`config.mk`:
```
export PLATFORM = sky130hd
export DESIGN_NAME = pacman_motion_flat
export DESIGN_NICKNAME = d
export VERILOG_FILES = /design/src/rtl/pacman_pkg.sv /design/src/rtl/pacman_motion_if.sv /design/src/rtl/dir_debounce.sv /design/src/rtl/pacman_motion.sv /design/src/flat_wrapper.sv
export SDC_FILE = /design/constraint.sdc
export NUM_CORES = 1
export LEC_CHECK = 0
export CAP_MARGIN = 40
export CORE_MARGIN = 4
export CORE_UTILIZATION = 48
export CTS_CLUSTER_DIAMETER = 50
export DETAILED_ROUTE_END_ITERATION = 6
export GPL_TIMING_DRIVEN = 0
export PLACE_DENSITY = 0.67
export SLEW_MARGIN = 20
export SYNTH_ARGS = -nofsm -noshare
export SYNTH_HDL_FRONTEND = slang
export SYNTH_SLANG_ARGS = --single-unit
```
`constraint.sdc`:
```
create_clock -name CLK_100MHz -period 6.7 [get_ports CLK_100MHz]
set_input_delay 0.67 -clock CLK_100MHz [delete_from_list [all_inputs] [get_ports CLK_100MHz]]
set_output_delay 0.67 -clock CLK_100MHz [all_outputs]
set_load 0.005 [all_outputs]
```
`src/rtl/pacman_pkg.sv`:
```
// Shared Pac-Man definitions: joystick/heading direction codes used by the
// motion block, the joystick front end and the maze ROM.
package pacman_pkg;

    typedef enum logic [2:0] {
        NONE  = 3'b000,
        UP    = 3'b001,
        DOWN  = 3'b010,
        RIGHT = 3'b011,
        LEFT  = 3'b100
    } dir_t;

    // Codes 101..111 are not directions; the joystick is treated as centred.
    function automatic dir_t sanitize_dir(input logic [2:0] code);
        return (code <= 3'b100) ? dir_t'(code) : NONE;
    endfunction

endpackage

```
`src/rtl/pacman_motion_if.sv`:
```
// Joystick/maze-side signals of the motion block: direction in, wall query
// in, heading/position/step out.
interface pacman_motion_if;
    logic [2:0] DIR;
    logic       BLOCKED;
    logic [2:0] HEADING;
    logic [4:0] POS_X;
    logic [4:0] POS_Y;
    logic       STEP;

    modport master (
        output DIR, BLOCKED,
        input  HEADING, POS_X, POS_Y, STEP
    );

    modport slave (
        input  DIR, BLOCKED,
        output HEADING, POS_X, POS_Y, STEP
    );
endinterface

```
`src/rtl/dir_debounce.sv`:
```
// Samples the joystick code on a periodic strobe and accepts a non-centred
// direction once it has been seen on DEBOUNCE_N consecutive strobes.
module dir_debounce
    import pacman_pkg::*;
#(
    parameter int SAMPLE_DIV = 2_000_000,
    parameter int DEBOUNCE_N = 3
) (
    input  logic       clk,
    input  logic       rst,
    input  logic [2:0] dir,
    output dir_t       accepted,
    output logic       load
);

    localparam int CW = (SAMPLE_DIV > 1) ? $clog2(SAMPLE_DIV) : 1;
    localparam int MW = $clog2(DEBOUNCE_N + 1);

    logic [CW-1:0] cnt_reg, cnt_next;
    dir_t          cand_reg, cand_next;
    logic [MW-1:0] match_reg, match_next;
    logic          strobe;
    dir_t          code;

    always_ff @(posedge clk or posedge rst) begin
        if (rst) begin
            cnt_reg   <= '0;
            cand_reg  <= NONE;
            match_reg <= '0;
        end else begin
            cnt_reg   <= cnt_next;
            cand_reg  <= cand_next;
            match_reg <= match_next;
        end
    end

    always_comb begin
        strobe     = (cnt_reg == CW'(SAMPLE_DIV - 1));
        cnt_next   = strobe ? '0 : cnt_reg + CW'(1);
        code       = sanitize_dir(dir);
        cand_next  = cand_reg;
        match_next = match_reg;
        if (strobe) begin
            if (code == cand_reg) begin
                if (match_reg != MW'(DEBOUNCE_N))
                    match_next = match_reg + MW'(1);
            end else begin
                cand_next  = code;
                match_next = MW'(1);
            end
        end
        // Load on the qualifying strobe itself so HEADING moves on the next cycle.
        accepted = cand_next;
        load     = strobe && (match_next == MW'(DEBOUNCE_N)) && (cand_next != NONE);
    end

endmodule

```
`src/rtl/pacman_motion.sv`:
```
// Pac-Man tile motion: debounced joystick heading and a periodic one-tile
// step with maze wrap-around, suppressed when the maze reports a wall.
module pacman_motion
    import pacman_pkg::*;
#(
    parameter int SAMPLE_DIV = 2_000_000,
    parameter int DEBOUNCE_N = 3,
    parameter int STEP_DIV   = 10_000_000,
    parameter int GRID_W     = 28,
    parameter int GRID_H     = 31,
    parameter int START_X    = 13,
    parameter int START_Y    = 23
) (
    input  logic           CLK_100MHz,
    input  logic           RST,
    pacman_motion_if.slave bus
);

    localparam int SW = (STEP_DIV > 1) ? $clog2(STEP_DIV) : 1;

    logic [SW-1:0] step_cnt_reg, step_cnt_next;
    dir_t          heading_reg, heading_next;
    logic [4:0]    pos_x_reg, pos_x_next;
    logic [4:0]    pos_y_reg, pos_y_next;
    logic          step_tc;
    logic          move;
    dir_t          accepted;
    logic          load;

    dir_debounce #(
        .SAMPLE_DIV (SAMPLE_DIV),
        .DEBOUNCE_N (DEBOUNCE_N)
    ) u_debounce (
        .clk      (CLK_100MHz),
        .rst      (RST),
        .dir      (bus.DIR),
        .accepted (accepted),
        .load     (load)
    );

    always_ff @(posedge CLK_100MHz or posedge RST) begin
        if (RST) begin
            step_cnt_reg <= '0;
            heading_reg  <= NONE;
            pos_x_reg    <= 5'(START_X);
            pos_y_reg    <= 5'(START_Y);
        end else begin
            step_cnt_reg <= step_cnt_next;
            heading_reg  <= heading_next;
            pos_x_reg    <= pos_x_next;
            pos_y_reg    <= pos_y_next;
        end
    end

    always_comb begin
        step_tc       = (step_cnt_reg == SW'(STEP_DIV - 1));
        step_cnt_next = step_tc ? '0 : step_cnt_reg + SW'(1);
        // A heading accepted this cycle only affects later steps.
        heading_next  = load ? accepted : heading_reg;
        move          = step_tc && (heading_reg != NONE) && !bus.BLOCKED;
        pos_x_next    = pos_x_reg;
        pos_y_next    = pos_y_reg;
        if (move) begin
            case (heading_reg)
                UP:      pos_y_next = (pos_y_reg == 5'd0) ? 5'(GRID_H - 1) : pos_y_reg - 5'd1;
                DOWN:    pos_y_next = (pos_y_reg == 5'(GRID_H - 1)) ? 5'd0 : pos_y_reg + 5'd1;
                RIGHT:   pos_x_next = (pos_x_reg == 5'(GRID_W - 1)) ? 5'd0 : pos_x_reg + 5'd1;
                LEFT:    pos_x_next = (pos_x_reg == 5'd0) ? 5'(GRID_W - 1) : pos_x_reg - 5'd1;
                default: ;
            endcase
        end
    end

    assign bus.HEADING = heading_reg;
    assign bus.POS_X   = pos_x_reg;
    assign bus.POS_Y   = pos_y_reg;
    assign bus.STEP    = move;

endmodule

```
`src/flat_wrapper.sv`:
```
// flat-port wrapper written by rule: the top's interface ports become plain ports
module pacman_motion_flat import pacman_pkg::*;
#(
    parameter int SAMPLE_DIV = 2_000_000,
    parameter int DEBOUNCE_N = 3,
    parameter int STEP_DIV   = 10_000_000,
    parameter int GRID_W     = 28,
    parameter int GRID_H     = 31,
    parameter int START_X    = 13,
    parameter int START_Y    = 23
)
  (CLK_100MHz, RST, bus_DIR, bus_BLOCKED, bus_HEADING, bus_POS_X, bus_POS_Y, bus_STEP);
  pacman_motion_if bus_i ();
  input  logic CLK_100MHz;
  input  logic RST;
  input wire logic [$bits(bus_i.DIR)-1:0] bus_DIR;
  input wire logic [$bits(bus_i.BLOCKED)-1:0] bus_BLOCKED;
  output wire logic [$bits(bus_i.HEADING)-1:0] bus_HEADING;
  output wire logic [$bits(bus_i.POS_X)-1:0] bus_POS_X;
  output wire logic [$bits(bus_i.POS_Y)-1:0] bus_POS_Y;
  output wire logic [$bits(bus_i.STEP)-1:0] bus_STEP;
  assign bus_i.DIR = bus_DIR;
  assign bus_i.BLOCKED = bus_BLOCKED;
  assign bus_HEADING = bus_i.HEADING;
  assign bus_POS_X = bus_i.POS_X;
  assign bus_POS_Y = bus_i.POS_Y;
  assign bus_STEP = bus_i.STEP;
  pacman_motion #(.SAMPLE_DIV(SAMPLE_DIV), .DEBOUNCE_N(DEBOUNCE_N), .STEP_DIV(STEP_DIV), .GRID_W(GRID_W), .GRID_H(GRID_H), .START_X(START_X), .START_Y(START_Y)) u_core (.CLK_100MHz(CLK_100MHz), .RST(RST), .bus(bus_i));
endmodule
```
# Word level (Yosys, flattened, before mapping)
# Index checks and enable logic that the tools add are counted.
# op_classes
eq_ne	11
n_mux	14
addsub	7
reduce_logical	13
order_cmp	1
# op_table
cell	n
adder 24 x 1 -> 24 bit (second input constant)	1
equality test 24 bit (second input constant)	1
2-to-1 mux 24 bit	1
adder 21 x 1 -> 21 bit (second input constant)	1
equality test 21 bit (second input constant)	1
2-to-1 mux 21 bit	1
2-to-1 mux 5 bit	4
case mux 5 bit (2 select lines)	2
adder 5 x 1 -> 5 bit (second input constant)	2
equality test 5 bit (second input constant)	2
zero test 5 bit	2
subtractor 5 x 1 -> 5 bit (second input constant)	2
2-to-1 mux 3 bit	3
equality test 3 x 2 -> 1 bit (second input constant)	2
2-to-1 mux 2 bit	3
nonzero test 3 bit	2
logical AND 1 bit	4
AND reduction 2 bit	2
nonzero test 2 bit	2
equality test 3 x 1 -> 1 bit (second input constant)	1
equality test 3 bit	1
equality test 3 bit (second input constant)	1
<= comparator 3 bit (second input constant)	1
adder 2 x 1 -> 2 bit (second input constant)	1
3 further kinds	3
# word_totals
input_bits	6
elab_cells	53
regBits	63

# Depth between registers and ports, before layout
# depth
ltp_word	8
depth_mapped	9
mapped_depth_nobuf	7

# By module
# From an unflattened synthesis, not the netlist that was laid out.
# hier_totals
hier_cells	367
hier_area_um2	3634.7
# by_module_without_submodules
module	instances	cells_each	area_per_inst_um2
pacman_motion	1	244	2377.3
dir_debounce	1	123	1257.5

# Worst setup path after synthesis
# Ideal clock, no wire load.
# synth_path
kind	reg2reg
startpoint	register u_core.u_debounce.cnt_reg[9]
endpoint	register u_core.heading_reg[0], in the netlist u_core.bus.HEADING[0]
stages_incl_launch_ff	8
slack_ns	3.902
path_buffers	0
t_arrival_ns	2.678
required_time_ns	6.580
synth_period_minus_slack_ns	2.798
path_cell_list	dfrtp_1 -> or4b_1 -> or4_4 -> nor4_4 -> mux2i_1 -> inv_1 -> mux2_1 -> a31o_1
# synth_via
word_cells_on_any_way	7
classes_between	eq/ne (2); mux (2); reduce/logical (3)
# synth_lines
item	line	source
start: declaration	dir_debounce.sv:19	logic [CW-1:0] cnt_reg, cnt_next;
start signal: assignment	dir_debounce.sv:31	cnt_reg <= cnt_next;
equality test 21 bit (*)	dir_debounce.sv:38	strobe = (cnt_reg == CW'(SAMPLE_DIV - 1));
2-to-1 mux 3 bit (*)	dir_debounce.sv:43	if (strobe) begin
net u_core.accepted[0]	pacman_motion.sv:27	dir_t accepted;
nonzero test 3 bit	dir_debounce.sv:54	load = strobe && (match_next == MW'(DEBOUNCE_N)) && (cand_next != NONE);
logical AND 1 bit	dir_debounce.sv:54	
end signal: assignment	pacman_motion.sv:49	heading_reg <= heading_next;
end: declaration	pacman_motion.sv:22	dir_t heading_reg, heading_next;
# Mark *: on every way through the listed nets, which the timed path passes. The rest lies on a longest branch.
# A chain may end at the register's enable or synchronous reset.

# Worst setup path in the final report
# layout_path
startpoint	register u_core.step_cnt_reg[0]
endpoint	output bus_STEP
# layout_via
elab_chain_len	3
# layout_lines
item	line	source
start: declaration	pacman_motion.sv:21	logic [SW-1:0] step_cnt_reg, step_cnt_next;
start signal: assignment	pacman_motion.sv:48	step_cnt_reg <= step_cnt_next;
equality test 24 bit	pacman_motion.sv:56	step_tc = (step_cnt_reg == SW'(STEP_DIV - 1));
logical AND 1 bit (2 in series)	pacman_motion.sv:60	move = step_tc && (heading_reg != NONE) && !bus.BLOCKED;
end: declaration	flat_wrapper.sv:21	output wire logic [$bits(bus_i.STEP)-1:0] bus_STEP;
# No other way between the ends.

==> results.json <==
{
  "max_freq_mhz": 300,
  "cellLeakagePower_nw": 1.72,
  "num_rows": 30,
  "detailedPlace.worstSlack_ns": 3.65,
  "cts_tree": "built",
  "utilization_pct": 56.8,
  "power_per_cell_area_nw_per_um2": 178,
  "cts_buffers": 9,
  "remaining_drc_errors": 0,
  "antenna_cells_inserted": 0,
  "die-height_um": 91.5,
  "yosys_cell_types": 50,
  "worstReg2RegStart": "u_core.u_debounce.cnt_reg[11]$_DFF_PP0_",
  "startpoint": "u_core.step_cnt_reg[0]$_DFF_PP0_",
  "dp_hpwl_mm": 4.37,
  "cts-root-buf": "sky130_fd_sc_hd__clkbuf_8",
  "timing.final.crit_period_ns": 3.33,
  "worst_setup_hold_path_clk_slew_ns": 0.06,
  "synth_top_area_cell": "sky130_fd_sc_hd__dfrtp_1",
  "max_cap_violations": 0,
  "core-area_um2": 6790,
  "share_of_final_layout_standard_cells_stronger_than_drive_strength_1_pct": 7.87,
  "fp.dieArea_um2": 8380,
  "area_delta_synth_final_pct": 15.3,
  "clockBufferDepth": 2,
  "syn_area_per_cell_um2": 9.71,
  "hp-class": "reg -> reg",
  "setup-violations-final": 0,
  "mappedNetlistNets": 358,
  "final.period_utilization_pct": 49.7,
  "post_cts.resized_instances": 0,
  "detailroute.via_count": 2564,
  "routed_via_density": 5.38,
  "yosysWarningCount": 0,
  "critical_path_class": "reg -> out",
  "worst_r2r_endpoint": "u_core.bus.HEADING[2]$_DFFE_PP0P_",
  "grt_pass1_wl_mm": 10.9,
  "worst_ep_required_time_ns": 6.03,
  "clock_skew_ns": 0.00887,
  "largest_register_ffs": 24,
  "placement.io_buffers": 19,
  "netlist_top_cells_area": "sky130_fd_sc_hd__dfrtp_1 (42%), sky130_fd_sc_hd__xnor2_1 (6.0%), sky130_fd_sc_hd__dfstp_2 (5.5%), sky130_fd_sc_hd__xor2_1 (5.0%), sky130_fd_sc_hd__nor2_1 (4.1%)",
  "worst_slew_pin_slew_ns": 0.706,
  "clock_insertion_delay_worst_skew_ns": 0.33,
  "post-route-worst-setup-slack_ns": 3.37,
  "cts_htree_levels": 3,
  "hold_path_startpoint": "u_core.step_cnt_reg[6]$_DFF_PP0_",
  "setup_repair_after_global_routing_missed_its_margin": "false",
  "timing.critical_path.from_type": "flip-flop",
  "worstSetupEndpoint": "bus_STEP",
  "detail-route-antenna-nets": 0,
  "critPathArrivalTime_ns": 2.66,
  "slowest_delay_ns": 0.53,
  "critical_path.n_buffers_inverters": 2,
  "synth-edff-count": 0,
  "synth.top_cell.area_share_pct": 41.8,
  "crit_chain": "ha_1 -> nand4_1 -> nor4_1 -> and4_1 -> clkbuf_1 -> nor3b_1 -> clkdlybuf4s50_1",
  "numClockSinks": 63,
  "synth-async-reset-ratio_pct": 100,
  "synth-seq-cells": 63,
  "drt_iter0_drc": 96,
  "critical_path_peak_fanout": 6,
  "pin_count": 20,
  "synth.cell_area_um2": 3350,
  "post-cts-setup-buffer-count": 0,
  "initial_utilization_pct": 49.3,
  "ys_dominant_reg_cell": "sky130_fd_sc_hd__dfrtp_1",
  "slew_headroom_pct": 52.8,
  "synth-seq-area-share_pct": 47.3,
  "gp_congestion": 0.764,
  "report.power.total_w": 0.000689,
  "sum_neg_setup_slack_ns": 0,
  "global_route.usage.total_pct": 15.9,
  "slew_viol_final": 0,
  "cell_class_contributing_the_biggest_share_of_worst_path_delay": "simple AND/OR/NAND/NOR gates",
  "outcome": "completed",
  "cp.depth": 7,
  "grt_overflow": 0,
  "grt_max_degree": 55,
  "timing.final.hold_violations": 0,
  "post_dp_cell_area_um2": 3690,
  "die_extent_in_x_um": 91.5,
  "cells_on_worst_reg2reg_path": 7,
  "first_global_vias": 2425,
  "hold_buffers": 0,
  "dr.pass1.iters": 4,
  "route.detailed.wl_per_inst_um": 13.1,
  "postLayoutCellArea_um2": 3860,
  "peakVddDrop_v": 0.0000882,
  "num-nets-final": 389,
  "grt_antenna_before_repair": 0,
  "postSynthCellCount": 345,
  "timing.critical_path.to_type": "output pin",
  "critPathSlowestCell": "sky130_fd_sc_hd__clkdlybuf4s50_1",
  "totalWireLength_mm": 6.27,
  "timing.reg2reg.setup_slack_ns": 3.60
}
[report_power, final]
group          switching [W]  internal, W
clock               0.000134     0.000155
sequential       0.000000144     0.000381
combinational      0.0000117   0.00000728
[how the worst min path moves through the flow]
stage	endpoint	slack (ns)	depth (start not counted)
after floorplan	u_core.u_debounce.cnt_reg[4]$_DFF_PP0_	0.44	1
after global placement	u_core.u_debounce.cnt_reg[4]$_DFF_PP0_	0.46	1
after detailed placement	u_core.step_cnt_reg[6]$_DFF_PP0_	0.46	1
after CTS	u_core.step_cnt_reg[6]$_DFF_PP0_	0.47	1
after global routing	u_core.u_debounce.cnt_reg[4]$_DFF_PP0_	0.50	1
final	u_core.step_cnt_reg[6]$_DFF_PP0_	0.47	1
[through the flow]
stage | hold WS, ns | std cells
after floorplan | 0.439 | 345
after global placement | 0.456 | 460
after detailed placement | 0.463 | 461
after CTS | 0.474 | 477
after global routing | 0.496 | 477
final | 0.468 | 477
[layout make-up]
class	instances	area, um^2
repair buffers	20	218
fillers	603	2930
well taps	96	120
inverters	13	51.3
flip-flops and latches	63	1590
clock inverters	1	5.00
plain buffers	13	48.8
multi-input cells	256	1670
clock buffers	15	166
[layout by cell type (no fill, tap or decap), drive strengths merged, types with 3 or more instances in the layout]
master and instances:
nor2 37, xor2 19, dfstp 7, and4 3, o21ai 14, or4 3
nor2b 6, or4b 3, and3 10, nand4b 3, mux2i 6, a21oi 11
nand2 27, ha 7, mux2 3, nor3 5, a31oi 3, inv 13
clkbuf 28, nand3 19, clkdlybuf4s50 19, xnor2 23, nor4 6, nand4 15
nor3b 5, dfrtp 56, or3 4
[Yosys cell counts, types with 2 or more instances]
| cell type | instances |
|---|---|
| sky130_fd_sc_hd__nand3_1 | 18 |
| sky130_fd_sc_hd__xnor2_1 | 23 |
| sky130_fd_sc_hd__or3_1 | 4 |
| sky130_fd_sc_hd__or4b_2 | 2 |
| sky130_fd_sc_hd__mux2_1 | 2 |
| sky130_fd_sc_hd__inv_1 | 13 |
| sky130_fd_sc_hd__xor2_1 | 19 |
| sky130_fd_sc_hd__a31oi_1 | 3 |
| sky130_fd_sc_hd__nand4b_1 | 3 |
| sky130_fd_sc_hd__and4_1 | 3 |
| sky130_fd_sc_hd__nor2b_1 | 6 |
| sky130_fd_sc_hd__a21oi_1 | 11 |
| sky130_fd_sc_hd__nand4_1 | 15 |
| sky130_fd_sc_hd__nor3_1 | 5 |
| sky130_fd_sc_hd__and3_1 | 10 |
| sky130_fd_sc_hd__nor3b_1 | 5 |
| sky130_fd_sc_hd__dfstp_2 | 7 |
| sky130_fd_sc_hd__nand2_1 | 27 |
| sky130_fd_sc_hd__o22ai_1 | 2 |
| sky130_fd_sc_hd__ha_1 | 7 |
| sky130_fd_sc_hd__o21ai_0 | 14 |
| sky130_fd_sc_hd__nor2_1 | 37 |
| sky130_fd_sc_hd__o31ai_1 | 2 |
| sky130_fd_sc_hd__or4_1 | 2 |
| sky130_fd_sc_hd__nor4_1 | 5 |
| sky130_fd_sc_hd__dfrtp_1 | 56 |
| sky130_fd_sc_hd__a31o_1 | 2 |
| sky130_fd_sc_hd__clkbuf_1 | 13 |
| sky130_fd_sc_hd__mux2i_1 | 6 |
| sky130_fd_sc_hd__nand2b_1 | 2 |
| sky130_fd_sc_hd__a21o_1 | 2 |
[metal layers]
layer / wire [um] / track usage, % / vias up
li1: - / - / 1286
met1: 3100 / 21.7 / 1218
met2: 2840 / 24.4 / 48
met3: 203 / 3.23 / 12
met4: 135 / 7.16 / 0
met5: 0 / 0 / -
[kinds of logic after synthesis]
group,synth area share [%]
and+or+nand+nor,24.7
DFF,47.3
AOI/OAI and AO/OA,8.67
xor gates and xnor gates,11.0
buffers and inverters,2.91
muxes,2.80
adders and majority gates,2.61
[worst reg2reg max path: stages, from the launching register on]
cell and delay (ns):
sky130_fd_sc_hd__dfrtp_1 0.42, sky130_fd_sc_hd__or4b_1 0.52, sky130_fd_sc_hd__or4_4 0.51, sky130_fd_sc_hd__nor4_4 0.61, sky130_fd_sc_hd__mux2i_1 0.38, sky130_fd_sc_hd__inv_1 0.09
sky130_fd_sc_hd__mux2_1 0.29, sky130_fd_sc_hd__a31o_1 0.18
Power figures use the tool's default switching activity.
